File: src/rtl/multicycle_ctrl.sv
// rtl/multicycle_ctrl.sv - multi-cycle RV32I sequencer sharing one memory port and one ALU
module multicycle_ctrl #(
    parameter int TO_W    = 8,
    parameter int TIMEOUT = 200
) (
    input  logic       clk,
    input  logic       rst_n,
    input  logic [6:0] opcode,
    input  logic [2:0] funct3,
    input  logic [6:0] funct7,
    input  logic       brEq,
    input  logic       brLt,
    input  logic       mem_ready,
    output logic       mem_req,
    output logic       mem_we,
    output logic       addr_sel,
    output logic       ir_write,
    output logic       pc_write,
    output logic       pc_src,
    output logic       alu_src_a,
    output logic       alu_src_b,
    output logic [3:0] ALUop,
    output logic [2:0] immsel,
    output logic       br_un,
    output logic       RegWrite,
    output logic [1:0] ResultSrc,
    output logic       retire,
    output logic       illegal,
    output logic       bus_err,
    output logic [2:0] state
);

    typedef enum logic [2:0] {
        S_RST    = 3'b000,
        S_FETCH  = 3'b001,
        S_DECODE = 3'b010,
        S_EXEC   = 3'b011,
        S_MEM    = 3'b100,
        S_WB     = 3'b101,
        S_TRAP   = 3'b110
    } state_t;

    localparam logic [6:0] OP_R     = 7'b0110011;
    localparam logic [6:0] OP_I     = 7'b0010011;
    localparam logic [6:0] OP_LD    = 7'b0000011;
    localparam logic [6:0] OP_ST    = 7'b0100011;
    localparam logic [6:0] OP_BR    = 7'b1100011;
    localparam logic [6:0] OP_JAL   = 7'b1101111;
    localparam logic [6:0] OP_JALR  = 7'b1100111;
    localparam logic [6:0] OP_LUI   = 7'b0110111;
    localparam logic [6:0] OP_AUIPC = 7'b0010111;

    localparam logic [TO_W-1:0] TO_LAST = TO_W'(TIMEOUT - 1);

    state_t          st;
    logic [TO_W-1:0] wcnt;
    logic            legal;
    logic            taken;

    function automatic logic [3:0] alu_dec(input logic [2:0] f3, input logic alt);
        case (f3)
            3'b000:  alu_dec = alt ? 4'b0001 : 4'b0000;
            3'b001:  alu_dec = 4'b0010;
            3'b010:  alu_dec = 4'b0011;
            3'b011:  alu_dec = 4'b0100;
            3'b100:  alu_dec = 4'b0101;
            3'b101:  alu_dec = alt ? 4'b0111 : 4'b0110;
            3'b110:  alu_dec = 4'b1000;
            default: alu_dec = 4'b1001;
        endcase
    endfunction

    // R-type only admits funct7=0100000 for SUB and SRA
    always_comb begin
        legal = 1'b0;
        case (opcode)
            OP_R:    legal = (funct7 == 7'b0000000) ||
                             (funct7 == 7'b0100000 && (funct3 == 3'b000 || funct3 == 3'b101));
            OP_BR:   legal = (funct3[2:1] != 2'b01);
            OP_I, OP_LD, OP_ST, OP_JAL, OP_JALR, OP_LUI, OP_AUIPC: legal = 1'b1;
            default: legal = 1'b0;
        endcase
    end

    always_comb begin
        taken = 1'b0;
        case (funct3)
            3'b000:          taken = brEq;
            3'b001:          taken = !brEq;
            3'b100, 3'b110:  taken = brLt;
            3'b101, 3'b111:  taken = !brLt;
            default:         taken = 1'b0;
        endcase
    end

    always_ff @(posedge clk or negedge rst_n) begin
        if (!rst_n) begin
            st      <= S_RST;
            wcnt    <= '0;
            illegal <= 1'b0;
            bus_err <= 1'b0;
        end else begin
            case (st)
                S_RST: begin
                    st   <= S_FETCH;
                    wcnt <= '0;
                end
                S_FETCH, S_MEM: begin
                    // a ready on the last allowed wait cycle still completes normally
                    if (mem_ready) begin
                        wcnt <= '0;
                        if (st == S_FETCH)       st <= S_DECODE;
                        else if (opcode == OP_ST) st <= S_FETCH;
                        else                     st <= S_WB;
                    end else if (wcnt == TO_LAST) begin
                        bus_err <= 1'b1;
                        st      <= S_TRAP;
                    end else begin
                        wcnt <= wcnt + TO_W'(1);
                    end
                end
                S_DECODE: begin
                    if (legal) begin
                        st <= S_EXEC;
                    end else begin
                        illegal <= 1'b1;
                        st      <= S_TRAP;
                    end
                end
                S_EXEC: begin
                    wcnt <= '0;
                    case (opcode)
                        OP_LD, OP_ST:          st <= S_MEM;
                        OP_BR, OP_JAL, OP_JALR: st <= S_FETCH;
                        default:               st <= S_WB;
                    endcase
                end
                S_WB: begin
                    wcnt <= '0;
                    st   <= S_FETCH;
                end
                default: st <= S_TRAP;
            endcase
        end
    end

    always_comb begin
        mem_req   = 1'b0;
        mem_we    = 1'b0;
        addr_sel  = 1'b0;
        ir_write  = 1'b0;
        pc_write  = 1'b0;
        pc_src    = 1'b0;
        alu_src_a = 1'b0;
        alu_src_b = 1'b0;
        ALUop     = 4'b0000;
        immsel    = 3'b000;
        br_un     = 1'b0;
        RegWrite  = 1'b0;
        ResultSrc = 2'b00;
        retire    = 1'b0;
        // immediate format stays selected through EXEC, where the ALU consumes it
        if (st == S_DECODE || st == S_EXEC) begin
            case (opcode)
                OP_ST:             immsel = 3'b001;
                OP_BR:             immsel = 3'b010;
                OP_LUI, OP_AUIPC:  immsel = 3'b011;
                OP_JAL:            immsel = 3'b100;
                default:           immsel = 3'b000;
            endcase
        end
        case (st)
            S_FETCH: begin
                mem_req = 1'b1;
                if (mem_ready) begin
                    ir_write = 1'b1;
                    pc_write = 1'b1;
                end
            end
            S_EXEC: begin
                case (opcode)
                    OP_R: ALUop = alu_dec(funct3, funct7[5]);
                    OP_I: begin
                        alu_src_b = 1'b1;
                        ALUop     = alu_dec(funct3, funct7[5] && funct3 == 3'b101);
                    end
                    OP_LD, OP_ST: alu_src_b = 1'b1;
                    OP_BR: begin
                        alu_src_a = 1'b1;
                        alu_src_b = 1'b1;
                        br_un     = funct3[1];
                        pc_write  = taken;
                        pc_src    = taken;
                        retire    = 1'b1;
                    end
                    OP_JAL, OP_JALR: begin
                        alu_src_a = (opcode == OP_JAL);
                        alu_src_b = 1'b1;
                        pc_write  = 1'b1;
                        pc_src    = 1'b1;
                        RegWrite  = 1'b1;
                        ResultSrc = 2'b10;
                        retire    = 1'b1;
                    end
                    OP_LUI: begin
                        alu_src_b = 1'b1;
                        ALUop     = 4'b1010;
                    end
                    OP_AUIPC: begin
                        alu_src_a = 1'b1;
                        alu_src_b = 1'b1;
                    end
                    default: ;
                endcase
            end
            S_MEM: begin
                mem_req  = 1'b1;
                addr_sel = 1'b1;
                mem_we   = (opcode == OP_ST);
                retire   = mem_ready && (opcode == OP_ST);
            end
            S_WB: begin
                RegWrite  = 1'b1;
                ResultSrc = (opcode == OP_LD) ? 2'b01 : 2'b00;
                retire    = 1'b1;
            end
            default: ;
        endcase
    end

    assign state = st;

endmodule

File: config.mk
export PLATFORM = sky130hd
export DESIGN_NAME = multicycle_ctrl
export DESIGN_NICKNAME = d
export VERILOG_FILES = /design/src/rtl/multicycle_ctrl.sv
export SDC_FILE = /design/constraint.sdc
export NUM_CORES = 1
export LEC_CHECK = 0
export ABC_AREA = 1
export ABC_CLOCK_PERIOD_IN_PS = 1800
export CAP_MARGIN = 10
export CORE_MARGIN = 5
export CORE_UTILIZATION = 55
export CTS_CLUSTER_SIZE = 16
export DETAILED_ROUTE_END_ITERATION = 12
export DONT_BUFFER_PORTS = 1
export PLACE_DENSITY = 0.81
export RECOVER_POWER = 25
export SETUP_SLACK_MARGIN = 0.05
export SLEW_MARGIN = 25
export SYNTH_ARGS = -nofsm -noshare
export SYNTH_HDL_FRONTEND = slang
export SYNTH_SLANG_ARGS = --single-unit
File: constraint.sdc
create_clock -name clk -period 1.8 [get_ports clk]
set_clock_uncertainty 0.15 [all_clocks]
set_input_delay 0.18 -clock clk [delete_from_list [all_inputs] [get_ports clk]]
set_output_delay 0.18 -clock clk [all_outputs]
set_load 0.03 [all_outputs]
* After elaboration in Yosys (flattened, before gate mapping)
Cells that the tools add are included.
** Word-level totals
- Logic and storage cells :: 103
- ROM bits :: 0
- RAM bits :: 0
- Bits in latches :: 0
- Output and inout port bits :: 25
- Memories kept :: 0
- Input bits :: 22
- Flip-flop bits (word level) :: 13
** Operators by class
- Multiplexer cells :: 43
- Add/subtract/negate cells :: 1
- Bitwise operators :: 2
- Shift-type cells :: 0
- Divide/modulo/power cells :: 0
- Multiply operators :: 0
- Eq/ne operators :: 26
- Reduce and logical (&&, ||, !) cells :: 27
- $lt $le $gt $ge :: 0
** Operators with widths (number)
- $pmux 4 s7 :: 2
- $eq 7x6->1 const B :: 4
- $pmux 3 s4 :: 2
- $eq 7x7->1 const B :: 3
- $eq 3x3->1 const B :: 6
- $mux 1 :: 18
- $mux 3 :: 6
- $mux 8 :: 2
- $pmux 8 s2 :: 1
- $reduce_or 2->1 :: 8
- $eq 7x5->1 const B :: 2
- $eq 3x2->1 const B :: 4
- $pmux 4 s3 :: 1
- $add 8x1->8 const B :: 1
- $eq 8x8->1 const B :: 1
- $pmux 1 s2 :: 4
- $reduce_or 8->1 :: 1
- $eq 7x2->1 const B :: 1
- $logic_not 7->1 :: 1
- $reduce_or 7->1 :: 1
- $eq 3x1->1 const B :: 2
- $logic_not 3->1 :: 2
- $pmux 1 s3 :: 2
- $pmux 3 s2 :: 1
- 15 further kinds :: 23

* Logic depth before layout (Yosys ltp)
Gate-level depths: netlist (run 1).
- Word-level depth :: 7
- Gate-level depth with buffers :: 9
- Mapped depth without buffers :: 9

* Worst setup path before layout (run 1)
No wires, ideal clock.
- Path kind :: flip-flop to output port
- From :: register st[2] (netlist: state[2])
- To :: output port br_un
- Data arrival time :: 1737 ps
- Buffers on the path :: 1
- Stages on the path, launching flop included :: 7
- Slack :: -267 ps
- Path through :: dfrtp_1 > inv_2 > nand2_1 > nor2_1 > buf_4 > inv_2 > nor3_1
** Between the ends
- Word-level cells in the longest chain between the ends :: 2
** RTL lines
- start, declared :: line 55 : state_t st;
- start signal, assigned :: line 98 : st <= S_RST;
- start signal, assigned :: line 105 : st <= S_FETCH;
- start signal, assigned :: line 112 : if (st == S_FETCH) st <= S_DECODE;
- $eq 3x2->1 :: line 172 : case (st)
- $mux 1 :: line 172
- end, declared :: line 24 : output logic br_un,
Every way passes these cells.

* Worst setup path in the final report (run 1)
- From :: register st[2] (netlist: state[2])
- To :: output port retire
** Between the ends
- Word-level cells in the longest chain between the ends :: 2
** RTL lines
- $eq 3x3->1 or $eq 3x2->1 (tied branches) :: line 172
- $pmux 1 s3 (*) :: line 172
- end, declared :: line 27 : output logic retire,
Mark *: on every way between the ends. The rest lies on a longest branch, timed or not.

==> summary.txt, run 1 <==
Status
  • Failing checks: setup timing
  • Status: complete, but fails checks

Final layout
  • Most frequent cells in the layout: nand2_1 (48), buf_4 (28), nor2_1 (27)
  • Fillers: about 140
  • Syn-to-layout area delta: 43.4%
  • Layout Cells excl Fill: 275
  • Share of cells above drive strength 1: 30.8%
  • Most common cell after layout, fill and taps aside: nand2_1
  • Fin util: about four fifths
  • Inserted Diodes: 0
  • Nets: 271
  • Finished layout cell area: between 0.0015 and 0.002 mm^2

Timing
  • WHS: 0.0293 ns
  • Max frequency: slightly below 500 MHz
  • RSZ-0062 raised after global routing: true
  • Max_slew headroom: a little over half
  • Final Max Slew Viols: 0
  • Final Critical Period: ~2.0 ns
  • Hold Vio Cnt, Final: 0
  • Endpoints failing setup: 16
  • Worst-margin pin slew: 0.712 ns
  • Crit share post-route: 112%
  • Setup ws final: -0.216 ns

Routing
  • Residual DRC: 0
  • DRT Wirelength: between 4000 and 5000 um
  • Vias per inst: ~6.3
  • DRT Pass-1 Iters: 5
  • WL per Instance: between 15 and 20 um
  • DRT iter0 DRCs: roughly 210
  • Total number of vias: approximately 1,700
  • Post-route ant nets: 0

Clocking
  • Worst-path clk slew: approximately 0.10 ns
  • Clock tree buffer depth: 2
  • Clk root buf: clkbuf_4
  • H-tree depth: 1
  • Inserted Clock Buffers: 3
  • Clk_lat worst skew: 0.30 ns
  • CTS tree: done
  • Clk sink count: 13

Floorplanning
  • Chip Width: roughly 57 um
  • Starting density of the core: between 50% and 60%
  • I/O pins: 47
  • Die area: between 0.003 and 0.004 mm^2
  • DIE HEIGHT: ~57 um
  • # rows: 17
  • Core area: roughly 0.0022 mm^2

Synth
  • Seq cells post-synth: 13
  • Syn nets: 229
  • Avg Cell Area, Syn: slightly below 6 um^2
  • Seq/Total Area, Yosys: between 20% and 30%
  • Distinct cells, synth: 29
  • Synthesized instance count: 206
  • Ys Warns: 0
  • Post-Syn Area: roughly 0.0012 mm^2

Setup path
  • Path depth of the worst reg2reg path: 8
  • Worst path required time: approximately 1.5 ns
  • FF-to-FF setup slack: 0.04 ns
  • CP Launch Type: flop
  • Maximum fanout along the worst path: 6
  • Worst Setup EP: retire
  • Crit Path Class: flop to output port
  • Reg2Reg Launch Point: state[2]
  • Critical path startpoint: state[2]
  • Critical Path End Type: output port
  • CP arrival: between 1.5 and 2 ns
  • Reg2reg end: wcnt[6]

Min path
  • Worst hold path class: input pin to flop

Place
  • Dpl hpwl: 2960 um
  • Placed Area: around 0.0015 mm^2
  • IO buf count: 0
  • RD Place Congestion: slightly above 1
  • Placed cells: 254

Global route
  • Global route overflow: 0
  • Global-route wire length before repair: a little under 7000 um
  • Total GRT Usage: between 20% and 30%
  • Vias in the first global route: about 1,600
  • Initial antenna violation count: 0
  • Largest net degree at the start of global routing: 14

Power
  • VDD IR max: between 0.0004 and 0.0005 V
  • Leakage Power: around 0.88 nW
  • Pwr/cell area: 324 mW/mm^2

Job
  • Max-Cap Viols: 0
==> state kept, by name, summed over array words and instances, names as in the netlist <==
signal and flops:
state 3, illegal 1, wcnt 8, bus_err 1
==> layout make-up <==
| class | count | area (um^2) | area share [%] |
|---|---|---|---|
| Clock buffer | 4 | 26.3 | 1.51 |
| Inverter | 32 | 138 | 7.89 |
| Multi-Input combinational cell | 159 | 876 | 50.2 |
| Sequential cell | 13 | 329 | 18.9 |
| Tap cell | 28 | 35.0 | 2.01 |
| Timing Repair Buffer | 39 | 340 | 19.5 |
==> repair_timing <==
item / 4_1_cts / 5_1_grt
hold buffers: 2 / 0
resized for setup: 20 / 14
buffers inserted: 11 / 4
endpoints found under the setup margin: 16 / 28
pin swaps: 2 / 4
hold endpoints to repair: 17 / 0
==> per-stage QoR <==
stage	power (mW)	TNS, ns	setup slack (ns)
detailed placement	0.349	0	0.0789
global placement	0.347	0	0.167
floorplan	0.341	0	0.0205
CTS	0.544	-0.654	-0.102
global route	0.580	-2.42	-0.249
finish	0.565	-1.81	-0.216
==> critical path, cell delays in order, from the launching register on <==
cell and delay, ns:
dfrtp_2 0.40, buf_4 0.23, nand3_2 0.18, nor2_2 0.23
nand2_1 0.08, nand3_1 0.09, buf_4 0.17
==> worst min path at each step <==
stage                   start       end  depth (start not counted)
floorplan               rst_n   bus_err                          0
global placement        rst_n   wcnt[6]                          0
detailed placement      rst_n   wcnt[6]                          0
CTS                 funct7[0]  state[0]                          5
global route        funct7[0]  state[0]                          5
finish              funct7[0]  state[0]                          5
==> per-layer routing <==
| metal | wire [um] | GRT usage, % |
|---|---|---|
| met1 | 1750 | 32.3 |
| met2 | 2350 | 44.4 |
| met3 | 540 | 3.85 |
| met4 | 212 | 12.9 |
| met5 | 0 | 0 |
==> where the power goes <==
group	total (mW)	internal, mW	switching (mW)	leakage (nW)
Combinational	0.0692	0.0211	0.0481	0.708
Sequential	0.292	0.292	0	0.153
Clock	0.204	0.0864	0.117	0.0150
==> cell families (layout without fill, tap and decap cells) <==
family,Yosys count,after routing,synth area share (%)
simple gates,134,134,48.5
buf+inv,34,75,11.2
compound gates,23,23,11.8
flops,13,13,26.7
fa+ha+maj,1,1,1.03
xor+xnor,1,1,0.720
==> cell usage after synthesis, drive strengths merged <==
library cell / n / share of area, %
nor2: 35 / 11
ha: 1 / 1.0
o21ai: 9 / 3.7
nor3b: 1 / 0.62
nor3: 9 / 3.7
o211a: 1 / 0.82
clkinv: 1 / 0.72
inv: 31 / 9.6
dfrtp: 13 / 27
clkbuf: 1 / 0.31
buf: 1 / 0.62
o22ai: 2 / 1.0
xnor2: 1 / 0.72
a31oi: 2 / 1.0
nand3: 26 / 11
o21a: 2 / 1.9
o311ai: 1 / 0.72
nand2: 53 / 17
nand4: 8 / 4.1
or2: 1 / 0.51
nand3b: 1 / 0.62
o21bai: 1 / 0.62
a21oi: 5 / 2.1
(Power assumes the default switching activity.)
==> run 2: changes to the inputs <==
Settings changed: CTS_CLUSTER_DIAMETER from default to 40, HOLD_SLACK_MARGIN from default to 0.02.
==> results of run 2 <==
Same layout as run 1: the final DEF is identical, and so are final timing and power.
==> run 3: changes to the inputs <==
Settings changed: SKIP_CTS_REPAIR_TIMING from default to 1.
==> summary.txt, run 3 (same netlist as run 1, synthesis figures left out) <==
Global route
  • Total GRT Usage: 23.0% (-3.2 points)
  • Largest net degree at the start of global routing: 14 (unchanged)
  • Vias in the first global route: 1,479 (-6.1%)
  • Global-route wire length before repair: 6020 um (-12%)
  • Initial antenna violation count: 0 (unchanged)
  • Global route overflow: 0 (unchanged)

Clocking
  • CTS tree: done
  • Clk_lat worst skew: 0.28 ns (-0.02 ns)
  • Clock tree buffer depth: 2 (unchanged)
  • Clk sink count: 13 (unchanged)
  • H-tree depth: 1 (unchanged)
  • Inserted Clock Buffers: 3 (unchanged)
  • Clk root buf: clkbuf_4
  • Worst-path clk slew: 0.09 ns (about the same)

Routing
  • DRT Pass-1 Iters: 4 (-1)
  • Residual DRC: 0 (unchanged)
  • DRT iter0 DRCs: 121 (-43%)
  • DRT Wirelength: 4270 um (-12%)
  • Vias per inst: 6.06 (-3.5%)
  • Total number of vias: 1,623 (-6.0%)
  • Post-route ant nets: 0 (unchanged)
  • WL per Instance: 15.9 um (-9.6%)

Setup path
  • Crit Path Class: flop to output port
  • FF-to-FF setup slack: 0.11 ns (+0.07 ns)
  • Path depth of the worst reg2reg path: 9 (+1)
  • CP Launch Type: flop
  • Worst path required time: 1.47 ns (about the same)
  • Maximum fanout along the worst path: 6 (unchanged)
  • Reg2reg end: wcnt[4]
  • CP arrival: 1.66 ns (-0.03 ns)
  • Reg2Reg Launch Point: state[0]
  • Critical path startpoint: state[2]
  • Critical Path End Type: output port
  • Worst Setup EP: pc_write

Final layout
  • Most common cell after layout, fill and taps aside: nand2_1
  • Fillers: 153 (+7.0%)
  • Inserted Diodes: 0 (unchanged)
  • Register area: 329 um^2 (unchanged)
  • Area occupied by multi-input gates: 878 um^2 (+0.29%)
  • Syn-to-layout area delta: 38.6%
  • Max reg flops: 8 (unchanged)
  • Share of cells above drive strength 1: 28.3% (-2.4 points)
  • Nets: 264 (-2.6%)
  • Most frequent cells in the layout: nand2_1 (48), nor2_1 (27), nand3_1 (24), buf_4 (24), inv_1 (23)
  • Most flop-heavy register: wcnt

Min path
  • Worst hold path class: input pin to flop
  • WHS Path Cells: 5 (unchanged)

Timing
  • Sum Neg Setup Slack: -1.21 ns (+0.600 ns)
  • Final Critical Period: 1.99 ns (-0.0291 ns)
  • Hold Vio Cnt, Final: 0 (unchanged)
  • Max frequency: 503 MHz (+1.5%)
  • Final Max Slew Viols: 0 (unchanged)
  • Setup ws final: -0.187 ns (+0.0291 ns)
  • Crit share post-route: 110% (-1.6 points)
  • Endpoints failing setup: 16 (unchanged)
  • Worst-margin pin slew: 0.688 ns (-0.0240 ns)
  • RSZ-0062 raised after global routing: true
  • Max_slew headroom: 53.6% (+1.4 points)

Power
  • Pwr/cell area: 325 mW/mm^2 (+0.45%)
  • VDD IR max: 0.000492 V (+15%)
  • Leakage Power: 0.846 nW (-3.5%)
  • Total power: 0.548 mW (-2.9%)

Status
  • Failing checks: setup timing
  • Status: complete, but fails checks

Job
  • Max-Cap Viols: 0 (unchanged)

Place
  • RD Place Congestion: 1.04 (unchanged)
  • Dpl ws: 0.0789 ns (unchanged)
  • IO buf count: 0 (unchanged)
  • Dpl hpwl: 2960 um (unchanged)

Floorplanning
  • # rows: 17 (unchanged)
  • Chip Width: 57.0 um (unchanged)
  • Core area: 0.00217 mm^2 (unchanged)
  • DIE HEIGHT: 57.0 um (unchanged)
  • Die area: 0.00325 mm^2 (unchanged)
  • I/O pins: 47 (unchanged)
  • Starting density of the core: 56.1% (unchanged)
==> run 3: changes by cell type in the layout (fill, tap and decap cells not counted), sizes merged <==
cell	previous run	this run
buf	37	30
==> run 3: report_power, final <==
| part | switching, mW | internal, mW | total, mW |
|---|---|---|---|
| logic | 0.0481 | 0.0211 | 0.0693 |
| registers | 0 | 0.292 | 0.292 |
| clock network | 0.101 | 0.0860 | 0.187 |
| total | 0.149 | 0.399 | 0.548 |
==> run 3: metal layers <==
| layer | vias to the layer above | global-route usage (%) | part of all wire [%] |
|---|---|---|---|
| met5 | - | 0 | 0 |
| met1 | 747 | 28.6 | 39 |
| met4 | 0 | 10.6 | 3.6 |
| met3 | 23 | 4.30 | 8.8 |
| met2 | 104 | 38.3 | 49 |
| li1 | 749 | - | - |
==> run 3: metrics by stage <==
stage | util, % | std cells | area, um^2 | hold slack (ns)
final | 77.7 | 268 | 1690 | 0.0483
after global routing | 77.7 | 268 | 1690 | 0.0920
after CTS | 68.6 | 258 | 1490 | -0.572
after detailed placement | 67.4 | 254 | 1460 | -0.265
after global placement | 67.4 | 254 | 1460 | -0.265
after floorplan | - | 206 | 1260 | -0.266
==> run 3: cell type report <==
class	count	area share, %
Tap cell	28	2.08
Timing Repair Buffer	32	16.4
Clock buffer	4	1.56
Inverter	32	8.31
Sequential cell	13	19.5
Multi-Input combinational cell	159	52.1
==> run 3: worst min-delay path by stage <==
stage | from | end | slack [ns]
final | funct7[0] | state[0] | 0.05
after global routing | funct7[0] | state[0] | 0.09
after CTS | rst_n | state[0] | -0.57
after detailed placement | rst_n | wcnt[6] | -0.27
after global placement | rst_n | wcnt[6] | -0.27
after floorplan | rst_n | bus_err | -0.27
==> run 3: critical path, stage by stage (launching register included) <==
cell	delay (ns)
dfrtp_2	0.42
inv_2	0.09
nand2_4	0.07
nor2_4	0.17
buf_6	0.15
inv_6	0.04
nor2_4	0.09
inv_2	0.07
nand3b_1	0.14
buf_12	0.14
